$ cat src/rtl/fmul_norm_round.sv
// rtl/fmul_norm_round.sv - FP32 multiply normalize/round/pack two-stage pipeline
module fmul_norm_round #(
  parameter int EXP_W = 10,
  parameter int LZC_W = 6
) (
  input  logic             clk,
  input  logic             rst_n,
  input  logic             in_valid,
  output logic             in_ready,
  input  logic [63:0]      in_prod,
  input  logic             in_sign,
  input  logic [EXP_W-1:0] in_exp_sum,
  input  logic             in_nan,
  input  logic             in_nv,
  input  logic             in_inf,
  input  logic             in_zero,
  input  logic [2:0]       in_rm,
  output logic             out_valid,
  input  logic             out_ready,
  output logic [31:0]      out_result,
  output logic [4:0]       out_fflags
);

  // One extra bit so exp_sum + 1 - lz never wraps.
  localparam int E_W = EXP_W + 1;

  localparam logic signed [E_W-1:0] E_ONE  = E_W'(1);
  localparam logic signed [E_W-1:0] E_MAX  = E_W'(255);
  localparam logic signed [E_W-1:0] SH_MAX = E_W'(49);

  localparam logic [2:0] RM_RNE = 3'b000;
  localparam logic [2:0] RM_RTZ = 3'b001;
  localparam logic [2:0] RM_RDN = 3'b010;
  localparam logic [2:0] RM_RUP = 3'b011;
  localparam logic [2:0] RM_RMM = 3'b100;

  // Handshake
  logic s1_valid;
  logic s1_adv;
  logic s2_adv;

  assign s2_adv   = ~out_valid | out_ready;
  assign s1_adv   = ~s1_valid | s2_adv;
  assign in_ready = s1_adv;

  // Upper product bits are always zero from the multiplier.
  logic unused_prod_hi;
  assign unused_prod_hi = ^in_prod[63:48];

  // Stage 1 combinational: normalize and denormalize
  logic [LZC_W-1:0]      lz;
  logic [47:0]           m_norm;
  logic signed [E_W-1:0] exp_ext;
  logic signed [E_W-1:0] lz_ext;
  logic signed [E_W-1:0] e_norm;
  logic signed [E_W-1:0] sh_full;
  logic [LZC_W-1:0]      sh;
  logic [47:0]           m_d;
  logic signed [E_W-1:0] e_d;
  logic                  sticky_d;

  // Leading-zero count over the 48-bit product; highest set bit wins.
  always_comb begin
    lz = LZC_W'(48);
    for (int i = 0; i < 48; i++) begin
      if (in_prod[i]) lz = LZC_W'(47 - i);
    end
  end

  assign m_norm  = in_prod[47:0] << lz;
  assign exp_ext = {in_exp_sum[EXP_W-1], in_exp_sum};
  assign lz_ext  = {{(E_W-LZC_W){1'b0}}, lz};
  assign e_norm  = exp_ext + E_ONE - lz_ext;

  // Gradual underflow: shift right into the subnormal range, keep a sticky.
  always_comb begin
    m_d      = m_norm;
    e_d      = e_norm;
    sticky_d = 1'b0;
    sh_full  = '0;
    sh       = '0;
    if (e_norm < E_ONE) begin
      sh_full  = E_ONE - e_norm;
      sh       = (sh_full > SH_MAX) ? LZC_W'(49) : sh_full[LZC_W-1:0];
      m_d      = m_norm >> sh;
      sticky_d = |(m_norm & ~({48{1'b1}} << sh));
      e_d      = '0;
    end
  end

  // Stage 1 registers
  logic [47:0]           s1_m;
  logic signed [E_W-1:0] s1_e;
  logic                  s1_sticky;
  logic                  s1_sign;
  logic [2:0]            s1_rm;
  logic                  s1_nan;
  logic                  s1_nv;
  logic                  s1_inf;
  logic                  s1_zero;

  // Capture normalized operand whenever stage 1 may advance.
  always_ff @(posedge clk or negedge rst_n) begin
    if (!rst_n) begin
      s1_valid  <= 1'b0;
      s1_m      <= '0;
      s1_e      <= '0;
      s1_sticky <= 1'b0;
      s1_sign   <= 1'b0;
      s1_rm     <= '0;
      s1_nan    <= 1'b0;
      s1_nv     <= 1'b0;
      s1_inf    <= 1'b0;
      s1_zero   <= 1'b0;
    end else if (s1_adv) begin
      s1_valid <= in_valid;
      if (in_valid) begin
        s1_m      <= m_d;
        s1_e      <= e_d;
        s1_sticky <= sticky_d;
        s1_sign   <= in_sign;
        s1_rm     <= in_rm;
        s1_nan    <= in_nan;
        s1_nv     <= in_nv;
        s1_inf    <= in_inf;
        s1_zero   <= in_zero | ~|in_prod[47:0];
      end
    end
  end

  // Stage 2 combinational: round, overflow, specials, pack
  logic [23:0]           q;
  logic                  g;
  logic                  st;
  logic                  inexact;
  logic                  inc;
  logic [24:0]           q_r;
  logic signed [E_W-1:0] e_r;
  logic                  ovf_inf;
  logic [31:0]           res_d;
  logic [4:0]            flags_d;

  // Rounding increment, carry renormalization and result selection.
  always_comb begin
    q       = s1_m[47:24];
    g       = s1_m[23];
    st      = |s1_m[22:0] | s1_sticky;
    inexact = g | st;
    case (s1_rm)
      RM_RNE:  inc = g & (st | q[0]);
      RM_RTZ:  inc = 1'b0;
      RM_RDN:  inc = s1_sign & inexact;
      RM_RUP:  inc = ~s1_sign & inexact;
      RM_RMM:  inc = g;
      default: inc = 1'b0;
    endcase
    q_r = {1'b0, q} + {24'b0, inc};
    e_r = s1_e;
    if (q_r[24]) begin
      q_r = q_r >> 1;
      e_r = e_r + E_ONE;
    end
    if ((s1_e == '0) && q_r[23]) e_r = E_ONE;
    ovf_inf = (s1_rm == RM_RNE) || (s1_rm == RM_RMM) ||
              ((s1_rm == RM_RUP) && !s1_sign) ||
              ((s1_rm == RM_RDN) && s1_sign);
    res_d   = {s1_sign, e_r[7:0], q_r[22:0]};
    flags_d = {3'b000, (s1_e == '0) & inexact, inexact};
    if (s1_nan) begin
      res_d   = 32'h7FC0_0000;
      flags_d = {s1_nv, 4'b0000};
    end else if (s1_inf) begin
      res_d   = {s1_sign, 8'hFF, 23'h0};
      flags_d = 5'b00000;
    end else if (s1_zero) begin
      res_d   = {s1_sign, 31'h0};
      flags_d = 5'b00000;
    end else if (e_r >= E_MAX) begin
      res_d   = ovf_inf ? {s1_sign, 8'hFF, 23'h0} : {s1_sign, 8'hFE, 23'h7F_FFFF};
      flags_d = 5'b00101;
    end
  end

  // Output registers; data held while stalled downstream.
  always_ff @(posedge clk or negedge rst_n) begin
    if (!rst_n) begin
      out_valid  <= 1'b0;
      out_result <= '0;
      out_fflags <= '0;
    end else if (s2_adv) begin
      out_valid <= s1_valid;
      if (s1_valid) begin
        out_result <= res_d;
        out_fflags <= flags_d;
      end
    end
  end

endmodule

$ cat config.mk
export PLATFORM = sky130hd
export DESIGN_NAME = fmul_norm_round
export DESIGN_NICKNAME = d
export VERILOG_FILES = /design/src/rtl/fmul_norm_round.sv
export SDC_FILE = /design/constraint.sdc
export NUM_CORES = 1
export LEC_CHECK = 0
export ABC_AREA = 1
export BUFFER_PORTS_ARGS = -buffer_cell sky130_fd_sc_hd__buf_2
export CAP_MARGIN = 0
export CELL_PAD_IN_SITES_DETAIL_PLACEMENT = 1
export CELL_PAD_IN_SITES_GLOBAL_PLACEMENT = 1
export CORE_MARGIN = 2
export CORE_UTILIZATION = 38
export CTS_CLUSTER_SIZE = 40
export DETAILED_ROUTE_END_ITERATION = 10
export PLACE_DENSITY_LB_ADDON = 0.1
export SLEW_MARGIN = 20
export SYNTH_ARGS = -nofsm -noshare
export SYNTH_HDL_FRONTEND = slang
export SYNTH_SLANG_ARGS = --single-unit
$ cat constraint.sdc
create_clock -name clk -period 4.7 [get_ports clk]
set_input_delay 0.47 -clock clk [delete_from_list [all_inputs] [get_ports clk]]
set_output_delay 0.47 -clock clk [all_outputs]
set_load 0.01 [all_outputs]
==> metrics.md, run 1 <==
| Metric | Value |
|---|---|
| WEP type | `register data pin` |
| First Err | `[ERROR GRT-0232] Routing congestion too high. Check the congestion heatmap in the GUI.` |
| Main synth FF type | `dfrtp_1` |
| DIE WIDTH | `191 um` |
| Bufs on Longest Clock Path | `2` |
| Post-Synth Simple-Gate Area | `0.537` |
| DP HPWL | `61200 um` |
| Clock sinks | `106` |
| Post-Synth Adder-Cell Area | `0.0222` |
| Cell Area, Synth | `13300 um^2` |
| Main combinational cell family by area after synthesis | `simple AND/OR/NAND/NOR gates` |
| Syn Inst Count | `2380` |
| Largest net degree at the start of global routing | `77` |
| Initial core utilization | `0.385` |
| Mux contribution to synthesized area | `0` |
| Commonest cells post-synth | `760 x nand2_1, 610 x nand3_1, 164 x inv_1` |
| Synthesis warning total | `0` |
| # H-tree levels | `3` |
| Post-synth net total | `2489` |
| I/O pin total | `125` |
| Total grt overflow | `636` |
| Cell with the most instances after synthesis | `nand2_1` |
| Number of CTS-inserted buffers | `9` |
| Sequential area share after synthesis | `0.199` |
| Routability Congestion | `1.08` |
| Post-Synth XOR/XNOR Area | `0.0184` |
| Status | `aborted with a tool error` |
| Avg Inst Size Synth | `5.59 um^2` |
| Post-synthesis compound-gate area fraction | `0.127` |
| Async set or reset register ratio after synthesis | `1.00` |
| FP Rows | `68` |
| CTS root buffer | `clkbuf_16` |
| Top post-synthesis cells by area | `nand3_1 23%, nand2_1 21%, dfrtp_1 20%` |
| Post-synth EDFFs | `0` |
| Crit. endpoint post-GRT repair | `s1_sticky$_DFFE_PN0P_/D` |
| Placed Cells | `3287` |
| Port Buffers | `107` |
| Top-area cell type share of the netlist area | `0.230` |
| Die Y | `191 um` |
| Yosys reg bits | `106` |
| Gr usage total | `0.857` |
| Halt Stage | `5_1_grt` |
| Yosys top cell by area | `nand3_1` |
| Synth cell types | `57` |
==> routing by layer <==
| layer | GRT overflow | global-route usage |
|---|---|---|
| met5 | 4 | 0.391 |
| met1 | 6 | 0.835 |
| met2 | 382 | 1.02 |
| met3 | 15 | 0.697 |
| met4 | 229 | 0.928 |
==> timing repair <==
item,in CTS
gates resized for setup,504
hold buffers,0
pin swaps,132
setup buffers,118
endpoints found under the setup margin,92
cloned,6
==> metrics by stage <==
stage | instance area (um^2) | setup slack [ns]
detailed placement | 17900 | -3.35
global placement | 17900 | -2.95
floorplan | 13700 | -1.76
CTS | 21200 | -2.46
==> kinds of logic after synthesis <==
group,after synthesis
AND/OR/NAND/NOR,1627
buffers and inverters,309
AO/OA/AOI/OAI,286
flip-flops,106
XOR/XNOR,28
adder cells (fa/ha/maj),23
other,1
==> inputs of run 2 (changes only) <==
--- a/config.mk
+++ b/config.mk
@@ -8,13 +8,10 @@
 export ABC_AREA = 1
 export BUFFER_PORTS_ARGS = -buffer_cell sky130_fd_sc_hd__buf_2
 export CAP_MARGIN = 0
-export CELL_PAD_IN_SITES_DETAIL_PLACEMENT = 1
-export CELL_PAD_IN_SITES_GLOBAL_PLACEMENT = 1
 export CORE_MARGIN = 2
-export CORE_UTILIZATION = 38
-export CTS_CLUSTER_SIZE = 40
+export CORE_UTILIZATION = 40
 export DETAILED_ROUTE_END_ITERATION = 10
-export PLACE_DENSITY_LB_ADDON = 0.1
+export PLACE_DENSITY_LB_ADDON = 0.15
 export SLEW_MARGIN = 20
 export SYNTH_ARGS = -nofsm -noshare
 export SYNTH_HDL_FRONTEND = slang
==> constraint.sdc (replaced) <==
create_clock -name clk -period 6.1 [get_ports clk]
set_input_delay 0.61 -clock clk [delete_from_list [all_inputs] [get_ports clk]]
set_output_delay 0.61 -clock clk [all_outputs]
set_load 0.01 [all_outputs]
==> run 2 against run 1 <==
Against the previous run:
- the flow now finishes, with violations (negative setup slack)
- synthesized area unchanged
- synthesized cell count stayed put
==> metrics.md, run 2 <==
| Metric | Value |
|---|---|
| Design Power | `5.31 mW` |
| Crit-path max FO | `6` |
| Failing checks | `negative setup slack` |
| Sw frac | `0.515` |
| Total grt overflow | `0` |
| Commonest cells post-synth | `760 x nand2_1, 610 x nand3_1, 164 x inv_1 (unchanged)` |
| Clock share of power | `0.101` |
| Main synth FF type | `dfrtp_1 (unchanged)` |
| Synth cell types | `57 (unchanged)` |
| Area occupied by multi-input gates | `11700 um^2` |
| Fmax | `142 MHz` |
| Fin nets | `2815` |
| Bufs on Longest Clock Path | `2 (unchanged)` |
| Fraction of layout cells with a size suffix above 1 | `0.349` |
| Core Box Area | `32600 um^2` |
| Commonest non-fill, non-tap cell in the layout | `nand2_1` |
| FP Rows | `66 (was 68)` |
| Drt total wl | `66300 um` |
| CP max stage cell | `fa_2` |
| CP Data Required Time | `6.40 ns` |
| Top flop regs | `s1_m x48, out_result x32, s1_e x11` |
| I/O pin total | `125 (unchanged)` |
| CTS Hold Bufs | `0 (unchanged)` |
| Die Y | `186 um (was 191 um)` |
| CTS tree | `built` |
| Max reg flops | `48` |
| Comb pwr share | `0.713` |
| Status | `complete, but fails checks (was aborted with a tool error)` |
| Clock slew at reported path FFs | `0.07 ns` |
| Avg WL per Cell | `21.0 um` |
| DP Area | `16400 um^2 (was 17900 um^2)` |
| Largest net degree at the start of global routing | `78` |
| Die ar. | `34700 um^2` |
| Most flop-heavy register | `s1_m` |
| Post-synth EDFFs | `0 (unchanged)` |
| Initial antenna violation count | `1` |
| Yosys top cell by area | `nand3_1 (unchanged)` |
| Initial core utilization | `0.408 (was 0.385)` |
| # H-tree levels | `3 (unchanged)` |
| Leakage power | `9.47 nW` |
| Number of nets with antenna violations after routing | `0` |
| Top-area cell type share of the netlist area | `0.230 (unchanged)` |
| Int Pwr | `2.57 mW` |
| Slew @ Worst Pin | `0.884 ns` |
| Vias | `18500` |
| Cell Area, Synth | `13300 um^2 (unchanged)` |
| Max-cap violations | `0` |
| Port Buffers | `107 (unchanged)` |
| P per Cell Area | `271 nW/um^2` |
| Commonest cells after routing, fill and taps aside | `588 x nand2_1, 426 x nand3_1, 271 x buf_4` |
| Crit. End Element | `flop` |
| Setup violators final | `49` |
| Gr usage total | `0.373` |
| Async set or reset register ratio after synthesis | `1.00 (unchanged)` |
| WP data arrival | `7.33 ns` |
| DIE WIDTH | `186 um (was 191 um)` |
| Crit path launch type | `input pin` |
| Post-route cell area | `19600 um^2` |
| Yosys reg bits | `106 (unchanged)` |
| Psw | `2.73 mW` |
| Largest delay share family, worst path | `simple AND/OR/NAND/NOR gates` |
| Final critical-path share of the clock period | `1.15` |
| First-pass GRT wire length | `102000 um` |
| CP Buf/Inv Count | `6` |
| Cell with the most instances after synthesis | `nand2_1 (unchanged)` |
| Relative slew slack | `0.406` |
| CP Depth | `78` |
| # fillers | `3201` |
| First drt pass iteration count | `8` |
| Crit path time final | `7.02 ns` |
| Number of CTS-inserted buffers | `9 (unchanged)` |
| Avg Inst Size Synth | `5.59 um^2 (unchanged)` |
| Fin. max-slew vios | `0` |
| CTS root buffer | `clkbuf_16 (unchanged)` |
| Top post-synthesis cells by area | `nand3_1 23%, nand2_1 21%, dfrtp_1 20% (unchanged)` |
| Final core utilization | `0.600` |
| Hold crit path type | `in -> async` |
| Worst r2r path cells | `37` |
| Clock sinks | `106 (unchanged)` |
| Top cell by count, worst path | `nand2_1` |
| Sequential group share of total power | `0.186` |
| Syn Inst Count | `2380 (unchanged)` |
| Final hold viol count | `0` |
| Synthesis warning total | `0 (unchanged)` |
| Post-synth net total | `2489 (unchanged)` |
| Vias in the first global route | `17800` |
| VDD IR max | `0.000212 V` |
| Setup Crit Path Kind | `in -> reg` |
| Routability Congestion | `1.06 (was 1.08)` |
| Final WS setup | `-0.922 ns` |
| Crit-path max cell delay | `0.37 ns` |
| DR vias/cell | `5.86` |
| FF+latch area | `2650 um^2` |
| DRC violations left | `0` |
| P&R area growth vs syn | `47.0%` |
| RSZ-0062 raised after global routing | `yes` |
| Post-route clock skew | `0.0123 ns` |
| DP HPWL | `51200 um (was 61200 um)` |
| Initial DRC count | `2076` |
| Clock latency at the later pin of the worst-skew pair | `0.36 ns` |
| Sequential area share after synthesis | `0.199 (unchanged)` |
==> run 2: cell type report <==
cell class                 count  area share
tap                          442      0.0283
clock buffer                  13      0.0128
multi-input combinational   1965       0.599
antenna                        2    0.000256
clock inverter                 2    0.000704
sequential                   106       0.136
inverter                     173      0.0353
timing repair buffer         451       0.188
==> run 2: worst reg2reg max path: cells and delay by family (launching register included) <==
kind	cells	cell delay, ns
AND/OR/NAND/NOR	24	3.05
AO/OA/AOI/OAI	4	0.75
buffers and inverters	6	0.53
adder cells (fa/ha/maj)	2	0.46
flip-flops	1	0.39
XOR/XNOR	1	0.21
==> run 2: cells by family after synthesis <==
family,Yosys count,share of synthesized area
compound gates,286,0.127
xor+xnor,28,0.0184
fa+ha+maj,23,0.0222
buf+inv,309,0.0964
flops,106,0.199
other cells,1,0.000282
simple gates,1627,0.537
==> run 2: path summary, 6_finish.rpt <==
path                            slack [ns]           from              to
worst max-delay path                 -0.92     in_prod[1]         s1_m[7]
worst min-delay path                  0.29          rst_n  out_result[23]
worst max register to register        0.56        s1_m[2]  out_result[18]
worst min register to register        0.48  out_result[9]   out_result[9]
max in group asynchronous             4.66          rst_n        s1_m[16]
min in group clk                      0.46         in_nan          s1_nan
==> run 2: timing repair <==
| item | CTS | global route |
|---|---|---|
| pin swaps | 144 | 98 |
| setup buffers | 29 | 18 |
| endpoints found under the hold margin | 0 | 0 |
| resized for setup | 426 | 170 |
| endpoints found under the setup margin | 49 | 73 |
| cloned | 6 | 0 |
==> run 2: routing by layer <==
layer	GRT usage	routed length (um)	vias up
met1	0.471	26700	8638
li1	-	-	8715
met3	0.0698	5640	222
met5	0	0	-
met2	0.615	30700	902
met4	0.173	3340	0
==> run 2: stage by stage <==
step	cells	setup slack, ns	hold WS (ns)	setup TNS, ns
4_1_cts	3137	-0.817	0.313	-32.04
2_1_floorplan	2380	-0.504	0.314	-19.89
3_3_place_gp	3090	-1.60	0.460	-60.91
6_report	3154	-0.922	0.286	-38.31
5_1_grt	3152	-1.63	0.351	-73.50
3_5_place_dp	3090	-1.42	0.465	-58.40
==> run 2: power groups by stage <==
stage	Combinational [mW]	Sequential [mW]	Clock, mW
2_1_floorplan	1.62	0.998	0
3_3_place_gp	2.87	0.989	0
3_5_place_dp	2.86	0.995	0
4_1_cts	3.45	0.984	0.542
5_1_grt	4.01	1.01	0.569
6_report	3.79	0.986	0.537
Note: power is estimated with default switching activity, not from simulation.
